--- src/rtl/execute_mem_dcache_refill_if.sv ---
// Bundle of the miss, memory-burst and cache write-port signals of the
// dcache refill controller. The controller uses the master view; the
// memory stage, memory bus and cache arrays see the slave view.
interface execute_mem_dcache_refill_if;
    // Miss request from the memory stage
    logic        miss_valid;
    logic        miss_ready;
    logic [31:0] miss_addr;
    logic        inv_all;
    logic        busy;

    // Forwarding of the requested word to the stalled load
    logic        refill_done;
    logic        fwd_valid;
    logic [31:0] fwd_data;

    // Burst read channel towards memory
    logic        mem_arvalid;
    logic        mem_arready;
    logic [31:0] mem_araddr;
    logic [7:0]  mem_arlen;
    logic        mem_rvalid;
    logic        mem_rready;
    logic [31:0] mem_rdata;
    logic        mem_rlast;
    logic        rlast_err;

    // Data RAM write port
    logic        data_we;
    logic [10:0] data_addr;
    logic [31:0] data_din;

    // Tag array write port
    logic        tag_we;
    logic [7:0]  tag_addr;
    logic        tag_valid;
    logic [18:0] tag_din;

    modport master (
        input  miss_valid, miss_addr, inv_all,
        input  mem_arready, mem_rvalid, mem_rdata, mem_rlast,
        output miss_ready, busy, refill_done, fwd_valid, fwd_data,
        output mem_arvalid, mem_araddr, mem_arlen, mem_rready, rlast_err,
        output data_we, data_addr, data_din,
        output tag_we, tag_addr, tag_valid, tag_din
    );

    modport slave (
        output miss_valid, miss_addr, inv_all,
        output mem_arready, mem_rvalid, mem_rdata, mem_rlast,
        input  miss_ready, busy, refill_done, fwd_valid, fwd_data,
        input  mem_arvalid, mem_araddr, mem_arlen, mem_rready, rlast_err,
        input  data_we, data_addr, data_din,
        input  tag_we, tag_addr, tag_valid, tag_din
    );
endinterface

--- src/rtl/execute_mem_dcache_refill.sv ---
// Data cache miss handler: invalidates the target line, fetches the 32-byte
// line as one 8-beat burst, writes every beat into the data RAM, forwards the
// requested word, then publishes the tag as valid. Also runs a full-cache
// invalidate sweep, deferring it behind any refill that is in flight.
module execute_mem_dcache_refill (
    input  logic                               clk,
    input  logic                               resetn,
    execute_mem_dcache_refill_if.master        bus
);

    typedef enum logic [2:0] {
        IDLE  = 3'd0,
        INVAL = 3'd1,
        REQ   = 3'd2,
        FILL  = 3'd3,
        TAG   = 3'd4,
        SWEEP = 3'd5
    } state_t;

    state_t      state_q, state_d;
    logic        inv_pend_q, inv_pend_d;
    logic [2:0]  cnt_q, cnt_d;
    logic [7:0]  sc_q, sc_d;
    logic [31:0] addr_q, addr_d;

    logic [18:0] line_tag;
    logic [7:0]  line_idx;
    logic [2:0]  line_word;
    logic        beat;
    logic        unused_byte_offset;

    // Address fields of the line being refilled; the byte offset inside a
    // word is irrelevant to a word-granular refill.
    assign line_tag           = addr_q[31:13];
    assign line_idx           = addr_q[12:5];
    assign line_word          = addr_q[4:2];
    assign unused_byte_offset = ^addr_q[1:0];

    // A beat is transferred whenever memory offers data while we are filling.
    assign beat = (state_q == FILL) && bus.mem_rvalid;

    // State, counters and the latched miss address; reset abandons any
    // refill or sweep in progress.
    always_ff @(posedge clk or negedge resetn) begin
        if (!resetn) begin
            state_q    <= IDLE;
            inv_pend_q <= 1'b0;
            cnt_q      <= 3'd0;
            sc_q       <= 8'd0;
            addr_q     <= 32'd0;
        end else begin
            state_q    <= state_d;
            inv_pend_q <= inv_pend_d;
            cnt_q      <= cnt_d;
            sc_q       <= sc_d;
            addr_q     <= addr_d;
        end
    end

    // Next-state logic and all outputs, decoded from the current state and
    // the live handshake inputs.
    always_comb begin
        state_d         = state_q;
        inv_pend_d      = inv_pend_q;
        cnt_d           = cnt_q;
        sc_d            = sc_q;
        addr_d          = addr_q;

        bus.miss_ready  = (state_q == IDLE) && !inv_pend_q && !bus.inv_all;
        bus.busy        = (state_q != IDLE) || inv_pend_q;
        bus.refill_done = 1'b0;
        bus.fwd_valid   = 1'b0;
        bus.fwd_data    = 32'd0;
        bus.mem_arvalid = 1'b0;
        bus.mem_araddr  = 32'd0;
        bus.mem_arlen   = 8'd7;
        bus.mem_rready  = 1'b0;
        bus.rlast_err   = 1'b0;
        bus.data_we     = 1'b0;
        bus.data_addr   = 11'd0;
        bus.data_din    = 32'd0;
        bus.tag_we      = 1'b0;
        bus.tag_addr    = 8'd0;
        bus.tag_valid   = 1'b0;
        bus.tag_din     = 19'd0;

        // An invalidate that arrives while busy is remembered; repeated
        // pulses simply keep the single pending flag set.
        if (bus.inv_all && (state_q != IDLE)) begin
            inv_pend_d = 1'b1;
        end

        case (state_q)
            IDLE: begin
                // Invalidation has priority over a simultaneous miss.
                if (bus.inv_all || inv_pend_q) begin
                    state_d = SWEEP;
                    sc_d    = 8'd0;
                end else if (bus.miss_valid) begin
                    addr_d  = bus.miss_addr;
                    state_d = INVAL;
                end
            end

            INVAL: begin
                // Kill the old line first so a half-written line never hits.
                bus.tag_we    = 1'b1;
                bus.tag_addr  = line_idx;
                bus.tag_valid = 1'b0;
                bus.tag_din   = line_tag;
                state_d       = REQ;
            end

            REQ: begin
                bus.mem_arvalid = 1'b1;
                bus.mem_araddr  = {addr_q[31:5], 5'b0};
                if (bus.mem_arready) begin
                    cnt_d   = 3'd0;
                    state_d = FILL;
                end
            end

            FILL: begin
                bus.mem_rready = 1'b1;
                bus.data_addr  = {line_idx, cnt_q};
                bus.data_din   = bus.mem_rdata;
                if (beat) begin
                    bus.data_we = 1'b1;
                    cnt_d       = cnt_q + 3'd1;
                    if (cnt_q == line_word) begin
                        bus.fwd_valid = 1'b1;
                        bus.fwd_data  = bus.mem_rdata;
                    end
                    // Our own beat count decides where the burst ends; a
                    // misplaced rlast is only reported.
                    bus.rlast_err = bus.mem_rlast ^ (cnt_q == 3'd7);
                    if (cnt_q == 3'd7) begin
                        state_d = TAG;
                    end
                end
            end

            TAG: begin
                bus.tag_we      = 1'b1;
                bus.tag_addr    = line_idx;
                bus.tag_valid   = 1'b1;
                bus.tag_din     = line_tag;
                bus.refill_done = 1'b1;
                if (inv_pend_q) begin
                    state_d = SWEEP;
                    sc_d    = 8'd0;
                end else begin
                    state_d = IDLE;
                end
            end

            SWEEP: begin
                bus.tag_we    = 1'b1;
                bus.tag_addr  = sc_q;
                bus.tag_valid = 1'b0;
                bus.tag_din   = 19'd0;
                sc_d          = sc_q + 8'd1;
                if (sc_q == 8'd255) begin
                    state_d = IDLE;
                end
            end

            default: begin
                state_d = IDLE;
            end
        endcase

        // Starting a sweep satisfies every invalidate requested so far.
        if ((state_d == SWEEP) && (state_q != SWEEP)) begin
            inv_pend_d = 1'b0;
        end
    end

endmodule

--- src/flat_wrapper.sv ---
// flat-port wrapper written by rule: the top's interface ports become plain ports
module execute_mem_dcache_refill_flat 
  (clk, resetn, bus_miss_valid, bus_miss_addr, bus_inv_all, bus_mem_arready, bus_mem_rvalid, bus_mem_rdata, bus_mem_rlast, bus_miss_ready, bus_busy, bus_refill_done, bus_fwd_valid, bus_fwd_data, bus_mem_arvalid, bus_mem_araddr, bus_mem_arlen, bus_mem_rready, bus_rlast_err, bus_data_we, bus_data_addr, bus_data_din, bus_tag_we, bus_tag_addr, bus_tag_valid, bus_tag_din);
  execute_mem_dcache_refill_if bus_i ();
  input  logic clk;
  input  logic resetn;
  input wire logic [$bits(bus_i.miss_valid)-1:0] bus_miss_valid;
  input wire logic [$bits(bus_i.miss_addr)-1:0] bus_miss_addr;
  input wire logic [$bits(bus_i.inv_all)-1:0] bus_inv_all;
  input wire logic [$bits(bus_i.mem_arready)-1:0] bus_mem_arready;
  input wire logic [$bits(bus_i.mem_rvalid)-1:0] bus_mem_rvalid;
  input wire logic [$bits(bus_i.mem_rdata)-1:0] bus_mem_rdata;
  input wire logic [$bits(bus_i.mem_rlast)-1:0] bus_mem_rlast;
  output wire logic [$bits(bus_i.miss_ready)-1:0] bus_miss_ready;
  output wire logic [$bits(bus_i.busy)-1:0] bus_busy;
  output wire logic [$bits(bus_i.refill_done)-1:0] bus_refill_done;
  output wire logic [$bits(bus_i.fwd_valid)-1:0] bus_fwd_valid;
  output wire logic [$bits(bus_i.fwd_data)-1:0] bus_fwd_data;
  output wire logic [$bits(bus_i.mem_arvalid)-1:0] bus_mem_arvalid;
  output wire logic [$bits(bus_i.mem_araddr)-1:0] bus_mem_araddr;
  output wire logic [$bits(bus_i.mem_arlen)-1:0] bus_mem_arlen;
  output wire logic [$bits(bus_i.mem_rready)-1:0] bus_mem_rready;
  output wire logic [$bits(bus_i.rlast_err)-1:0] bus_rlast_err;
  output wire logic [$bits(bus_i.data_we)-1:0] bus_data_we;
  output wire logic [$bits(bus_i.data_addr)-1:0] bus_data_addr;
  output wire logic [$bits(bus_i.data_din)-1:0] bus_data_din;
  output wire logic [$bits(bus_i.tag_we)-1:0] bus_tag_we;
  output wire logic [$bits(bus_i.tag_addr)-1:0] bus_tag_addr;
  output wire logic [$bits(bus_i.tag_valid)-1:0] bus_tag_valid;
  output wire logic [$bits(bus_i.tag_din)-1:0] bus_tag_din;
  assign bus_i.miss_valid = bus_miss_valid;
  assign bus_i.miss_addr = bus_miss_addr;
  assign bus_i.inv_all = bus_inv_all;
  assign bus_i.mem_arready = bus_mem_arready;
  assign bus_i.mem_rvalid = bus_mem_rvalid;
  assign bus_i.mem_rdata = bus_mem_rdata;
  assign bus_i.mem_rlast = bus_mem_rlast;
  assign bus_miss_ready = bus_i.miss_ready;
  assign bus_busy = bus_i.busy;
  assign bus_refill_done = bus_i.refill_done;
  assign bus_fwd_valid = bus_i.fwd_valid;
  assign bus_fwd_data = bus_i.fwd_data;
  assign bus_mem_arvalid = bus_i.mem_arvalid;
  assign bus_mem_araddr = bus_i.mem_araddr;
  assign bus_mem_arlen = bus_i.mem_arlen;
  assign bus_mem_rready = bus_i.mem_rready;
  assign bus_rlast_err = bus_i.rlast_err;
  assign bus_data_we = bus_i.data_we;
  assign bus_data_addr = bus_i.data_addr;
  assign bus_data_din = bus_i.data_din;
  assign bus_tag_we = bus_i.tag_we;
  assign bus_tag_addr = bus_i.tag_addr;
  assign bus_tag_valid = bus_i.tag_valid;
  assign bus_tag_din = bus_i.tag_din;
  execute_mem_dcache_refill u_core (.clk(clk), .resetn(resetn), .bus(bus_i));
endmodule
--- config.mk ---
export PLATFORM = sky130hd
export DESIGN_NAME = execute_mem_dcache_refill_flat
export DESIGN_NICKNAME = d
export VERILOG_FILES = /design/src/rtl/execute_mem_dcache_refill_if.sv /design/src/rtl/execute_mem_dcache_refill.sv /design/src/flat_wrapper.sv
export SDC_FILE = /design/constraint.sdc
export NUM_CORES = 1
export LEC_CHECK = 0
export CORE_ASPECT_RATIO = 1.1
export CORE_MARGIN = 2
export CORE_UTILIZATION = 36
export CTS_CLUSTER_DIAMETER = 50
export DETAILED_ROUTE_END_ITERATION = 6
export MAX_ROUTING_LAYER = met4
export PLACE_DENSITY = 0.81
export SLEW_MARGIN = 20
export SYNTH_ARGS = -nofsm -noshare
export SYNTH_HDL_FRONTEND = slang
export SYNTH_SLANG_ARGS = --single-unit
--- constraint.sdc ---
create_clock -name clk -period 2.3 [get_ports clk]
set_clock_uncertainty 0.15 [all_clocks]
set_input_delay 0.345 -clock clk [delete_from_list [all_inputs] [get_ports clk]]
set_output_delay 0.345 -clock clk [all_outputs]
set_load 0.02 [all_outputs]
==> run summary <==
Post-Syn Area = 0.00315 mm^2
Pleak = 2.75 nW
Yosys cell types = 41
Final period util = 100%
Die Height = 102 um
Critical path endpoint category = output port
Max Root-Sink Buffers = 2
DRT Pass-1 Iters = 4
RSZ-0062 raised after global routing = true
Area grow syn2layout = 70.3%
Hold Violations, Final = 0
Fmax = 433 MHz
First-pass GRT wire length = 15900 um
Failing checks = setup timing
DP Area = 0.00537 mm^2
Site row count = 35
Synthesis warning total = 0
DR vias/cell = 4.68
Htree depth = 2
Die Wd = 93.3 um
Core footprint = 0.00845 mm^2
Final count of negative-setup-slack endpoints = 7
Area of the multi-input gates = 0.00190 mm^2
#FFs+latches synth = 45
Sequential fraction of the synthesis area = 35.7%
End of the worst register-to-register path = u_core.addr_q[2]
Clock-pin slew on the worst setup and hold paths = 0.10 ns
Cell Pwr Density = 1040 mW/mm^2
# IOs = 223
CP Class = flop to output port
Layout filler cell count = 706
Via count = 3038
Largest net degree at the start of global routing = 47
Nets@finish = 611
Routed wire length per instance = 16.0 um
Fin area = 0.00537 mm^2
Initial drt markers = 96
Synthesized instance count = 320
Area contributors post-synth = dfrtp_1 36%, and2_1 24%, mux2_4 14%, buf_4 3.6%, a22o_1 2.8%
Layout cells sized above 1 = 34.9%
Req. time, crit path = 1.80 ns
Die ar. = 0.00953 mm^2
R2R Setup Slk = 0.25 ns
HP Class = primary input to async pin
N_diodes = 0
Register area = 0.00113 mm^2
CTS Root Cell = clkbuf_8
Clock latency on the worst-skew pair = 0.30 ns
Routed wire length = 10400 um
Yosys top cell by area = dfrtp_1
Overall Global Routing Usage = 21.4%
DRC = 0
Crit path max fanout = 8
R2R depth = 6
Routability congestion estimate = 0.808
Crit path launch = u_core.state_q[2]
Worst r2r src = u_core.state_q[2]
IO buf count = 207
CTS tree = done
Final setup TNS = -0.0472 ns
MaxCap Viol Count = 0
Worst path setup slack after routing = -0.00924 ns
Crit path launch type = flop
Final ANT Viol Nets = 0
Worst vdd ir = 442 uV
Overflow after GRT = 0
Status = finished, violations left
Final Max Slew Viols = 0
Syn_area_per_cell = 9.86 um^2
Min Tclk post-route = 2.31 ns
Share of the synthesized area in the top cell type = 35.7%
Initial antenna violation count = 0
Worst EP arrival = 1.81 ns
Post-DP HPWL = 7780 um
Clk sink count = 45
Initial core utilization = 37.3%
Vias in the first global route = 3080
Crit path capture = bus_fwd_data[12]
Total CTS buffers = 5
[metrics by stage]
step	utilization, %	std cells	total power, mW	hold WS (ns)	worst slack [ns]
final	63.6	649	5.60	0.373	-0.00924
after global placement	63.6	632	5.15	0.168	-0.424
after global routing	63.6	649	5.93	0.394	-0.0852
after detailed placement	63.6	632	5.24	0.181	-0.423
after floorplan	-	331	3.46	-0.101	0.127
after CTS	64.2	648	5.64	0.381	-0.0415
[repair_timing]
item,in CTS,in global routing
gates cloned,3,0
gates resized for setup,338,169
hold buffers,1,0
hold endpoints to repair,19,0
pin swaps,3,0
setup endpoints to repair,139,81
buffers inserted,4,1
[metal layers]
metal / wire [um] / global-route usage, %
met1: 4300 / 27.5
met2: 5320 / 35.5
met3: 685 / 4.35
met4: 113 / 4.30
met5: 0 / -
[cell usage in the layout (no fill, tap or decap), types with 2 or more instances in the layout]
cell type	instances
conb_1	13
or3_1	2
dfrtp_1	45
and2_1	106
clkdlybuf4s50_1	67
and2_4	16
nor2_1	4
clkbuf_8	6
nor3_1	3
a22o_1	10
dlygate4sd2_1	13
nand2_1	9
nand3_1	8
buf_2	28
xnor2_1	2
clkbuf_2	36
clkdlybuf4s15_1	31
buf_6	29
nand2_2	2
buf_12	6
o21ai_0	5
or4_1	2
inv_1	3
mux2_4	30
ha_1	3
a21oi_1	7
xor2_1	3
buf_16	2
buf_4	22
o31ai_1	2
[synth_stat cells]
| library cell | number |
|---|---|
| a21oi_1 | 7 |
| a22o_1 | 10 |
| and2_1 | 122 |
| and3_1 | 1 |
| and3b_1 | 2 |
| and4_1 | 1 |
| buf_2 | 3 |
| buf_4 | 15 |
| buf_6 | 4 |
| clkbuf_1 | 12 |
| clkbuf_2 | 2 |
| conb_1 | 2 |
| dfrtp_1 | 45 |
| ha_1 | 3 |
| inv_1 | 3 |
| mux2_2 | 1 |
| mux2_4 | 30 |
| mux2i_1 | 1 |
| nand2_1 | 9 |
| nand2_2 | 2 |
| nand2b_1 | 1 |
| nand3_1 | 8 |
| nand4_1 | 1 |
| nor2_1 | 5 |
| nor2b_1 | 1 |
| nor3_1 | 3 |
| nor3_4 | 1 |
| nor3b_1 | 1 |
| nor4_4 | 1 |
| o2111ai_1 | 1 |
| o211ai_1 | 1 |
| o21a_1 | 1 |
| o21ai_0 | 5 |
| o311ai_1 | 1 |
| o31ai_1 | 2 |
| or2_2 | 1 |
| or3_1 | 2 |
| or3_4 | 1 |
| or4_1 | 2 |
| xnor2_1 | 3 |
| xor2_1 | 3 |
[cells by family after synthesis]
family          count (synthesis)  synth area share, %
mux                            32                 15.0
other cells                     2                0.238
fa+ha+maj                       3                 1.19
simple gates                  165                 32.5
compound gates                 28                 6.19
xor+xnor                        6                 1.67
flops                          45                 35.7
buf+inv                        39                 7.58
[power by group]
group          switching, mW  leakage [nW]  internal [mW]  total, mW
Sequential             0.274         0.573           1.10       1.38
Clock                  0.283        0.0478          0.248      0.531
Combinational           1.92          2.13           1.77       3.69
[worst min-delay path by stage]
stage	from	to	slack (ns)	depth (start not counted)
final	resetn	u_core.sc_q[3]	0.37	2
after global routing	u_core.addr_q[16]	u_core.addr_q[16]	0.39	1
after CTS	resetn	u_core.sc_q[3]	0.38	2
after detailed placement	resetn	u_core.sc_q[3]	0.18	1
after global placement	resetn	u_core.sc_q[5]	0.17	1
after floorplan	resetn	u_core.addr_q[10]	-0.10	0
[state kept, by name (all words and copies together), names as in the netlist]
signal	flops
u_core.inv_pend_q	1
u_core.sc_q	8
u_core.state_q	3
u_core.cnt_q	3
u_core.addr_q	30
[area by class of cell]
cell class                      count  area share, %
Clock buffer                        6           1.54
Tap cell                          111           2.59
Inverter                            3          0.210
Sequential cell                    45           21.0
Timing Repair Buffer              235           38.9
Multi-Input combinational cell    247           35.5
Clock inverter                      2          0.303
[worst max-delay path, stage by stage, from the launching register on]
cell and delay [ns]:
dfrtp_1 0.41, and3b_2 0.26, nand2_2 0.08, nor4_4 0.15, buf_6 0.16, buf_12 0.10
buf_16 0.10, and2_1 0.14, buf_6 0.12
(Power assumes the default switching activity.)
